**src/rtl/serial_sub_pkg_a34.sv**
```systemverilog
// Shared types and sizing helpers for the bit-serial subtractor.
package serial_sub_pkg_a34;

   typedef enum logic [1:0] {
      IDLE = 2'd0,
      RUN  = 2'd1,
      DONE = 2'd2
   } state_e;

   // Counter must hold 0..SIZE so that SIZE-1 is always representable.
   function automatic int cnt_width(input int size);
      return $clog2(size + 1);
   endfunction

endpackage

```
**src/rtl/full_subtractor_cell_a34.sv**
```systemverilog
// One-bit full subtractor: d = x - y - bin, bout set when the bit borrows.
module full_subtractor_cell_a34 (
   input  logic x_i,
   input  logic y_i,
   input  logic bin_i,
   output logic d_o,
   output logic bout_o
);

   assign d_o    = x_i ^ y_i ^ bin_i;
   assign bout_o = (~x_i & y_i) | (~(x_i ^ y_i) & bin_i);

endmodule

```
**src/rtl/serial_subtractor_a34.sv**
```systemverilog
// Bit-serial subtractor: diff = a - b - b_in, LSB first, one bit per clock,
// with valid/ready handshakes on both the operand and result sides.
module serial_subtractor_a34
   import serial_sub_pkg_a34::*;
#(
   parameter int SIZE = 8
) (
   input  logic            clk,
   input  logic            rst_n,
   input  logic            in_valid,
   output logic            in_ready,
   input  logic [SIZE-1:0] a,
   input  logic [SIZE-1:0] b,
   input  logic            b_in,
   output logic            out_valid,
   input  logic            out_ready,
   output logic [SIZE-1:0] diff,
   output logic            b_out,
   output logic            busy
);

   localparam int CW = cnt_width(SIZE);

   state_e          state_q, state_d;
   logic [SIZE-1:0] a_sh_q, a_sh_d;
   logic [SIZE-1:0] b_sh_q, b_sh_d;
   logic [SIZE-1:0] res_q, res_d;
   logic [SIZE-1:0] diff_q, diff_d;
   logic            borrow_q, borrow_d;
   logic            b_out_q, b_out_d;
   logic [CW-1:0]   cnt_q, cnt_d;

   logic            cell_d_s;
   logic            cell_bo_s;
   logic [SIZE:0]   res_cat_s;
   logic [SIZE-1:0] res_shift_s;

   full_subtractor_cell_a34 u_cell (
      .x_i    (a_sh_q[0]),
      .y_i    (b_sh_q[0]),
      .bin_i  (borrow_q),
      .d_o    (cell_d_s),
      .bout_o (cell_bo_s)
   );

   // New bit enters at the MSB; the concatenation keeps SIZE=1 legal.
   assign res_cat_s   = {cell_d_s, res_q};
   assign res_shift_s = res_cat_s[SIZE:1];

   assign in_ready  = (state_q == IDLE);
   assign busy      = (state_q == RUN);
   assign out_valid = (state_q == DONE);
   assign diff      = diff_q;
   assign b_out     = b_out_q;

   always_ff @(posedge clk) begin
      if (!rst_n) begin
         state_q  <= IDLE;
         a_sh_q   <= '0;
         b_sh_q   <= '0;
         res_q    <= '0;
         diff_q   <= '0;
         borrow_q <= 1'b0;
         b_out_q  <= 1'b0;
         cnt_q    <= '0;
      end else begin
         state_q  <= state_d;
         a_sh_q   <= a_sh_d;
         b_sh_q   <= b_sh_d;
         res_q    <= res_d;
         diff_q   <= diff_d;
         borrow_q <= borrow_d;
         b_out_q  <= b_out_d;
         cnt_q    <= cnt_d;
      end
   end

   always_comb begin
      state_d  = state_q;
      a_sh_d   = a_sh_q;
      b_sh_d   = b_sh_q;
      res_d    = res_q;
      diff_d   = diff_q;
      borrow_d = borrow_q;
      b_out_d  = b_out_q;
      cnt_d    = cnt_q;
      case (state_q)
         IDLE: begin
            if (in_valid) begin
               a_sh_d   = a;
               b_sh_d   = b;
               borrow_d = b_in;
               cnt_d    = '0;
               state_d  = RUN;
            end else begin
               state_d  = IDLE;
            end
         end
         RUN: begin
            a_sh_d   = a_sh_q >> 1;
            b_sh_d   = b_sh_q >> 1;
            res_d    = res_shift_s;
            borrow_d = cell_bo_s;
            cnt_d    = cnt_q + CW'(1);
            // Result outputs are published only on the last step so they hold during RUN.
            if (cnt_q == CW'(SIZE - 1)) begin
               diff_d  = res_shift_s;
               b_out_d = cell_bo_s;
               state_d = DONE;
            end else begin
               state_d = RUN;
            end
         end
         DONE: begin
            if (out_ready) begin
               state_d = IDLE;
            end else begin
               state_d = DONE;
            end
         end
         default: begin
            state_d = IDLE;
         end
      endcase
   end

endmodule

```
**config.mk**
```make
export PLATFORM = sky130hd
export DESIGN_NAME = serial_subtractor_a34
export DESIGN_NICKNAME = d
export VERILOG_FILES = /design/src/rtl/serial_sub_pkg_a34.sv /design/src/rtl/full_subtractor_cell_a34.sv /design/src/rtl/serial_subtractor_a34.sv
export SDC_FILE = /design/constraint.sdc
export NUM_CORES = 1
export LEC_CHECK = 0
export BUFFER_PORTS_ARGS = -buffer_cell sky130_fd_sc_hd__buf_2
export CORE_MARGIN = 4
export CORE_UTILIZATION = 48
export CTS_CLUSTER_DIAMETER = 60
export DETAILED_ROUTE_END_ITERATION = 7
export PLACE_DENSITY = 0.74
export SLEW_MARGIN = 20
export SYNTH_ARGS = -nofsm -noshare
export SYNTH_HDL_FRONTEND = slang
export SYNTH_HIERARCHICAL = 1
export SYNTH_SLANG_ARGS = --single-unit
export TNS_END_PERCENT = 1
```
**constraint.sdc**
```tcl
create_clock -name clk -period 1.32 [get_ports clk]
set_input_delay 0.264 -clock clk [delete_from_list [all_inputs] [get_ports clk]]
set_output_delay 0.264 -clock clk [all_outputs]
set_load 0.01 [all_outputs]
```
# [Word level (Yosys, flattened, before mapping)]
# Index checks and enable logic that the tools add are counted.
[totals] in_bits=21 elab_cells=36 ff_bits=40
[classes] n_eq_ne=4 n_reduce_logical=4 bitwise=7 add_sub_neg=1 muxes=12
[ops] op="$pmux 8 s2" n=2
[ops] op="$mux 8" n=2
[ops] op="$pmux 4 s2" n=1
[ops] op="$pmux 2 s3" n=1
[ops] op="$add 4x1->4 const B" n=1
[ops] op="$eq 4x3->1 const B" n=1
[ops] op="$mux 2" n=2
[ops] op="$mux 4" n=1
[ops] op="$reduce_and 2->1" n=2
[ops] op="$and 1x1->1" n=2
[ops] op="$eq 2x1->1 const B" n=1
[ops] op="$eq 2x2->1 const B" n=1
[ops] op="$logic_not 2->1" n=1
[ops] op="$mux 1" n=2
[ops] op="$ne 2x2->1 const B" n=1
[ops] op="$not 1->1" n=2
[ops] op="$pmux 1 s2" n=1
[ops] op="$reduce_bool 2->1" n=1
[ops] op="$xor 1x1->1" n=2
[ops] op="$or 1x1->1" n=1

# [Depth between registers and ports, before layout]
# Gate-level depths: netlist (run 1).
[depth] word_depth=5 depth_mapped=6 depth_no_buf=5

# [Modules after synthesis]
# The synthesis (run 1) kept the hierarchy.
[modules_own_cells] mod="serial_subtractor_a34" cells_each=188 area_each_um2=1601.5 seq_area_each_um2=780.7 n_inst=1
[modules_own_cells] mod="full_subtractor_cell_a34" cells_each=4 area_each_um2=31.3 seq_area_each_um2=0.0 n_inst=1

# [Worst setup path before layout (run 1)]
# No wires, ideal clock.
[synth_path] path_type="reg-to-reg" startpoint="register cnt_q[0]" endpoint="register b_out_q (netlist: b_out)" synth_period_minus_slack_ns=1.238 required_time_ns=1.248 arrival_time_ns=1.166 path_slack_ns=0.082 n_path_buf=0 stages_incl_launch_ff=5 cell_sequence="dfxtp_1 > ha_1 > nand4b_1 > nor2_4 > mux2i_1"
[synth_via] elab_chain_len=2
[synth_rtl] item="start, declared" line="serial_subtractor_a34.sv:31" text="logic [CW-1:0] cnt_q, cnt_d;"
[synth_rtl] item="start signal, assigned" line="serial_subtractor_a34.sv:74" text="cnt_q <= cnt_d;"
[synth_rtl] item="$eq 4x3->1" line="serial_subtractor_a34.sv:106" text="if (cnt_q == CW'(SIZE - 1)) begin"
[synth_rtl] item="$reduce_and 2->1 (no line)"
[synth_rtl] item="end signal, assigned" line="serial_subtractor_a34.sv:73" text="b_out_q <= b_out_d;"
[synth_rtl] item="end, declared" line="serial_subtractor_a34.sv:30" text="logic b_out_q, b_out_d;"
# No other way between the ends.
# A chain may end at the register's enable or synchronous reset.

# [Worst setup path in the final report (run 1)]
[layout_path] startpoint="register state_q[1]" endpoint="output port out_valid"
[layout_via] elab_chain_len=1
[layout_rtl] item="start, declared" line="serial_subtractor_a34.sv:24" text="state_e state_q, state_d;"
[layout_rtl] item="start signal, assigned" line="serial_subtractor_a34.sv:67" text="state_q <= state_d;"
[layout_rtl] item="$eq 2x2->1" line="serial_subtractor_a34.sv:52" text="assign out_valid = (state_q == DONE);"
[layout_rtl] item="end, declared" line="serial_subtractor_a34.sv:15" text="output logic out_valid,"
# No other way between the ends.

==> results of run 1 <==
per-layer routing:
metal / track usage [%] / share of wire, % / up-vias
li1: - / - / 741
met1: 21.8 / 46 / 667
met2: 28.7 / 47 / 32
met3: 4.42 / 5.0 / 10
met4: 9.39 / 2.4 / 0
met5: 0 / 0 / -
synth_stat cells:
cell type	instances	area, µm²
a211oi_1	1	7.51
a21boi_0	6	45.0
a21oi_1	32	160
a22oi_1	1	7.51
a31oi_1	1	6.26
a32oi_1	2	17.5
and3_1	1	6.26
buf_2	1	5.00
buf_4	2	15.0
buf_6	3	33.8
clkbuf_1	5	18.8
clkbuf_2	1	5.00
dfxtp_1	39	781
fa_1	1	20.0
ha_1	1	12.5
inv_1	4	15.0
inv_6	1	8.76
mux2i_1	9	90.1
nand2_1	48	180
nand2b_1	1	6.26
nand3_1	2	10.0
nand4b_1	1	8.76
nor2_1	3	11.3
nor2_4	1	11.3
nor2b_1	4	25.0
nor3_1	1	5.00
o211a_1	1	10.0
o21a_1	1	7.51
o21ai_0	15	75.1
o21ba_2	1	10.0
o21bai_2	1	11.3
or3_1	1	6.26
cell type report:
class,instances,area share [%]
Clock inverter,1,0.242
Inverter,5,1.27
Sequential cell,39,38.4
Timing Repair inverter,1,0.303
Clock buffer,6,2.48
Timing Repair Buffer,48,16.6
Tap cell,44,2.66
Multi-Input combinational cell,136,38.0
per-stage QoR:
stage / cells / cell area [µm²] / utilization [%]
2_1_floorplan: 192 / 1630 / -
3_3_place_gp: 268 / 1890 / 59.8
3_5_place_dp: 268 / 1890 / 59.8
4_1_cts: 279 / 2040 / 64.6
5_1_grt: 280 / 2070 / 65.6
6_report: 280 / 2070 / 65.6
report_power, final:
group	leakage [nW]	internal, mW	total [mW]	switching, mW
Combinational	0.497	0.141	0.306	0.165
Clock	0.0341	0.247	0.620	0.373
Sequential	0.321	1.23	1.26	0.0345
Total	0.852	1.62	2.19	0.572
path summary, 6_finish.rpt:
path / start / end / slack, ns / cells after the start
setup / recovery: state_q[1]$_SDFF_PN0_ / out_valid / -0.04 / 3
hold / removal: a[1] / a_sh_q[1]$_SDFFE_PN0P_ / 0.15 / 3
hold reg to reg: diff[0]$_SDFFE_PN0P_ / diff[0]$_SDFFE_PN0P_ / 0.46 / 2
setup reg to reg: cnt_q[1]$_SDFFE_PN0P_ / diff[4]$_SDFFE_PN0P_ / 0.07 / 5
registers in the layout, indices dropped and copies added (netlist names):
register	flops
cnt_q	4
b_sh_q	8
b_out	1
diff	8
res_q	7
a_sh_q	8
state_q	2
borrow_q	1
what timing repair did:
action,in CTS,in global routing
endpoints found under the hold margin,0,0
gates resized for setup,15,7
setup endpoints to repair,3,16
pin swaps,0,1
buffers inserted,3,1
cloned,1,0
kinds of logic (layout without fill, tap and decap cells):
logic type	after synthesis	in the layout	synth area share (%)
multiplexers	9	9	5.52
AND/OR/NAND/NOR	63	63	16.6
AO/OA/AOI/OAI	62	62	21.9
flip-flops	39	39	47.8
adder cells (fa/ha/maj)	2	2	1.99
buffers and inverters	17	61	6.21
critical path, stage by stage, from the launching register on:
cell	delay (ns)
dfxtp_4	0.38
buf_6	0.11
nor2b_4	0.15
buf_6	0.11
==> metrics.yaml, run 1 <==
status: "complete, but fails checks"
violations: "setup timing"
final_cell_mix: "nand2_1, dfxtp_1, a21oi_1, buf_2, o21ai_0"
ant_nets: 0
post-route-worst-setup-slack_ns: -0.0420
path_max_fanout: 4
required_ns: 1.06
diodes: 0
drtIter0Drc: 66
setup-violations-final: 3
clk_pin_slew_worst_paths_ns: 0.11
arrival_ns: 1.10
syn2layout_area_growth_pct: 26.6
grt_pass1_vias: 1377
die_x_um: 66.3
max_freq_ghz: 0.734
dieArea_um2: 4400
antenna_found_initial: 0
seqCellArea_um2: 793
rows: 20
finalCritPeriodShare_pct: 103
core-area_um2: 3150
fin_hold_ws_ns: 0.145
cts_tree: "yes"
postRouteWirelength_um: 3580
max_cap_violations: 0
rsz0062_at_grt: "true"
htreeDepth: 2
finalMaxSlewViolations: 0
vias_per_cell: 5.18
clock-sinks: 39
relSlewSlack_pct: 87.1
dr.pass1.iters: 4
critPathKind: "flip-flop to output pin"
hold_class: "primary input to flip-flop"
drc: 0
timing.setup.tns_ns: -0.0812
grt_pass1_wl_um: 6010
fill_cells: 286
clk_path_buf_depth: 2
ctsHoldBuffers: 0
ir_drop_mv: 0.697
grt-ovfl-total: 0
clock_latency_ns: 0.34
io_pins: 33
synth_cells: 192
syn_area_um2: 1630
gp_congestion: 0.869
hold_viol: 0
synth_seq_cells: 39
numCtsBuffers: 5
dpl_worst_slack_ns: 0.0302
dp_hpwl_um: 2360
final_nets: 259
total_leakage_power_nw: 0.852
yosys_warnings: 6
cts_root_buf: "clkbuf_4"
critPathLaunchType: "flip-flop"
synthDistinctLibCells: 32
grt_max_degree: 27
start_util_pct: 51.8
via_count: 1450
multi_input_area_um2: 786
grt_usage_pct: 17.9
synth.net_count: 215
io_buffers: 32
wl_per_cell_um: 12.8
power_density_nw_per_um2: 1060
period_minus_slack_ns: 1.36
synth_seq_area_share_pct: 47.8
final_common_cell: "nand2_1"
avgSynthCellArea_um2: 8.50
die_y_um: 66.3
drive_above_1_share_pct: 28.8
tightestPinTransition_ns: 0.194
total_power_mw: 2.19
fin_worst_skew_ns: 0.00717
end_kind: "output pin"
(Power assumes the default switching activity.)
==> run 2, diff against run 1 <==
--- a/config.mk
+++ b/config.mk
@@ -11,6 +11,7 @@
 export CTS_CLUSTER_DIAMETER = 60
 export DETAILED_ROUTE_END_ITERATION = 7
 export PLACE_DENSITY = 0.74
+export SKIP_CTS_REPAIR_TIMING = 1
 export SLEW_MARGIN = 20
 export SYNTH_ARGS = -nofsm -noshare
 export SYNTH_HDL_FRONTEND = slang
==> run 2 against run 1 <==
The run still ends with setup timing left. Flip-flop and latch count unchanged. Global-route usage decreased by 1.6 points. Clock skew decreased by 0.00083 ns. Design area increased by 0.24%. Largest cell class unchanged. Highest routed layer unchanged.
==> metrics.yaml, run 2 (synthesis results as in run 1) <==
wl_per_cell_um: 12.7
power_density_nw_per_um2: 1060
fin_hold_ws_ns: 0.145
numCtsBuffers: 5
hold_viol: 0
cpMostUsedCell: "buf_6"
grt_pass1_wl_um: 5520
core-area_um2: 3150
htreeDepth: 2
final_common_cell: "nand2_1"
gp_congestion: 0.869
tightestPinTransition_ns: 0.211
crit_path_cell_trace: "buf_6 > nor2b_4 > buf_6"
final_cell_mix: "nand2_1, dfxtp_1, a21oi_1, buf_2, buf_4"
relSlewSlack_pct: 85.9
die_x_um: 66.3
grt_usage_pct: 16.3
rows: 20
grt_pass1_vias: 1301
syn2layout_area_growth_pct: 26.9
max_freq_ghz: 0.732
fin_worst_skew_ns: 0.00633
clock-sinks: 39
dp.cells: 268
io_buffers: 32
drc: 0
critPathKind: "flip-flop to output pin"
critPathLaunchType: "flip-flop"
hold_class: "primary input to flip-flop"
cts_tree: "yes"
via_count: 1463
final_cells: 283
drive_above_1_share_pct: 29.7
period_minus_slack_ns: 1.37
postRouteWirelength_um: 3590
ir_drop_mv: 0.752
grt-ovfl-total: 0
dp_hpwl_um: 2360
rsz0062_at_grt: "true"
setup-violations-final: 2
violations: "setup timing"
grt_max_degree: 28
antenna_found_initial: 0
path_max_fanout: 4
finalCritPeriodShare_pct: 103
cpLargestDelayFamily: "flip-flops"
cts_root_buf: "clkbuf_4"
drtIter0Drc: 67
clock_latency_ns: 0.34
start_util_pct: 51.8
dieArea_um2: 4400
dr.pass1.iters: 4
end_kind: "output pin"
post-route-worst-setup-slack_ns: -0.0458
required_ns: 1.06
status: "complete, but fails checks"
max_stage_delay_ns: 0.38
total_leakage_power_nw: 0.862
diodes: 0
final_nets: 262
io_pins: 33
arrival_ns: 1.10
clk_pin_slew_worst_paths_ns: 0.11
die_y_um: 66.3
cp.buffers_inverters: 2
vias_per_cell: 5.17
max_cap_violations: 0
ant_nets: 0
finalMaxSlewViolations: 0
clk_path_buf_depth: 2
fill_cells: 290
crit_path_top_delay_cell: "dfxtp_2"
-- run 2: path summary, 6_finish.rpt --
path                         start                     end  slack (ns)  cells past startpoint
max          state_q[1]$_SDFF_PN0_               out_valid       -0.05                      3
max reg2reg  state_q[1]$_SDFF_PN0_   cnt_q[0]$_SDFFE_PN0P_        0.08                      5
min                           b[1]  b_sh_q[1]$_SDFFE_PN0P_        0.14                      3
min reg2reg   diff[0]$_SDFFE_PN0P_    diff[0]$_SDFFE_PN0P_        0.46                      2
-- run 2: power breakdown --
| group | switching (mW) | leakage, nW | internal (mW) |
|---|---|---|---|
| clock | 0.369 | 0.0341 | 0.247 |
| sequential | 0.0365 | 0.321 | 1.23 |
| combinational | 0.164 | 0.507 | 0.141 |
-- run 2: per-stage QoR --
stage / area (µm²) / setup slack (ns) / util [%] / setup TNS (ns) / power, mW
3_3_place_gp: 1890 / 0.0857 / 59.8 / 0 / 1.55
4_1_cts: 1940 / -0.320 / 61.6 / -0.640 / 2.16
5_1_grt: 2070 / -0.104 / 65.7 / -0.242 / 2.30
6_report: 2070 / -0.0458 / 65.7 / -0.0904 / 2.19
2_1_floorplan: 1630 / 0.0821 / - / 0 / 1.46
3_5_place_dp: 1890 / 0.0302 / 59.8 / 0 / 1.56
-- run 2: per-layer routing --
layer / global-route usage, % / share of wire, % / up-vias
li1: - / - / 745
met1: 20.1 / 46 / 665
met2: 26.1 / 46 / 45
met3: 4.25 / 6.6 / 8
met4: 7.61 / 1.9 / 0
met5: 0 / 0 / -
-- run 2: tightest hold or removal path: cells and delay by family --
| kind | cells | cell delay, ns |
|---|---|---|
| simple gates | 1 | 0.05 |
| buf+inv | 1 | 0.09 |
| compound gates | 1 | 0.05 |
-- run 2: layout make-up --
type	count	area, µm²	area share (%)
tap	44	55.1	2.66
clock buffer	6	51.3	2.48
timing repair buffer	51	350	16.9
multi-input combinational	136	786	37.9
clock inverter	1	5.00	0.242
timing repair inverter	1	5.00	0.242
sequential	39	788	38.0
inverter	5	31.3	1.51
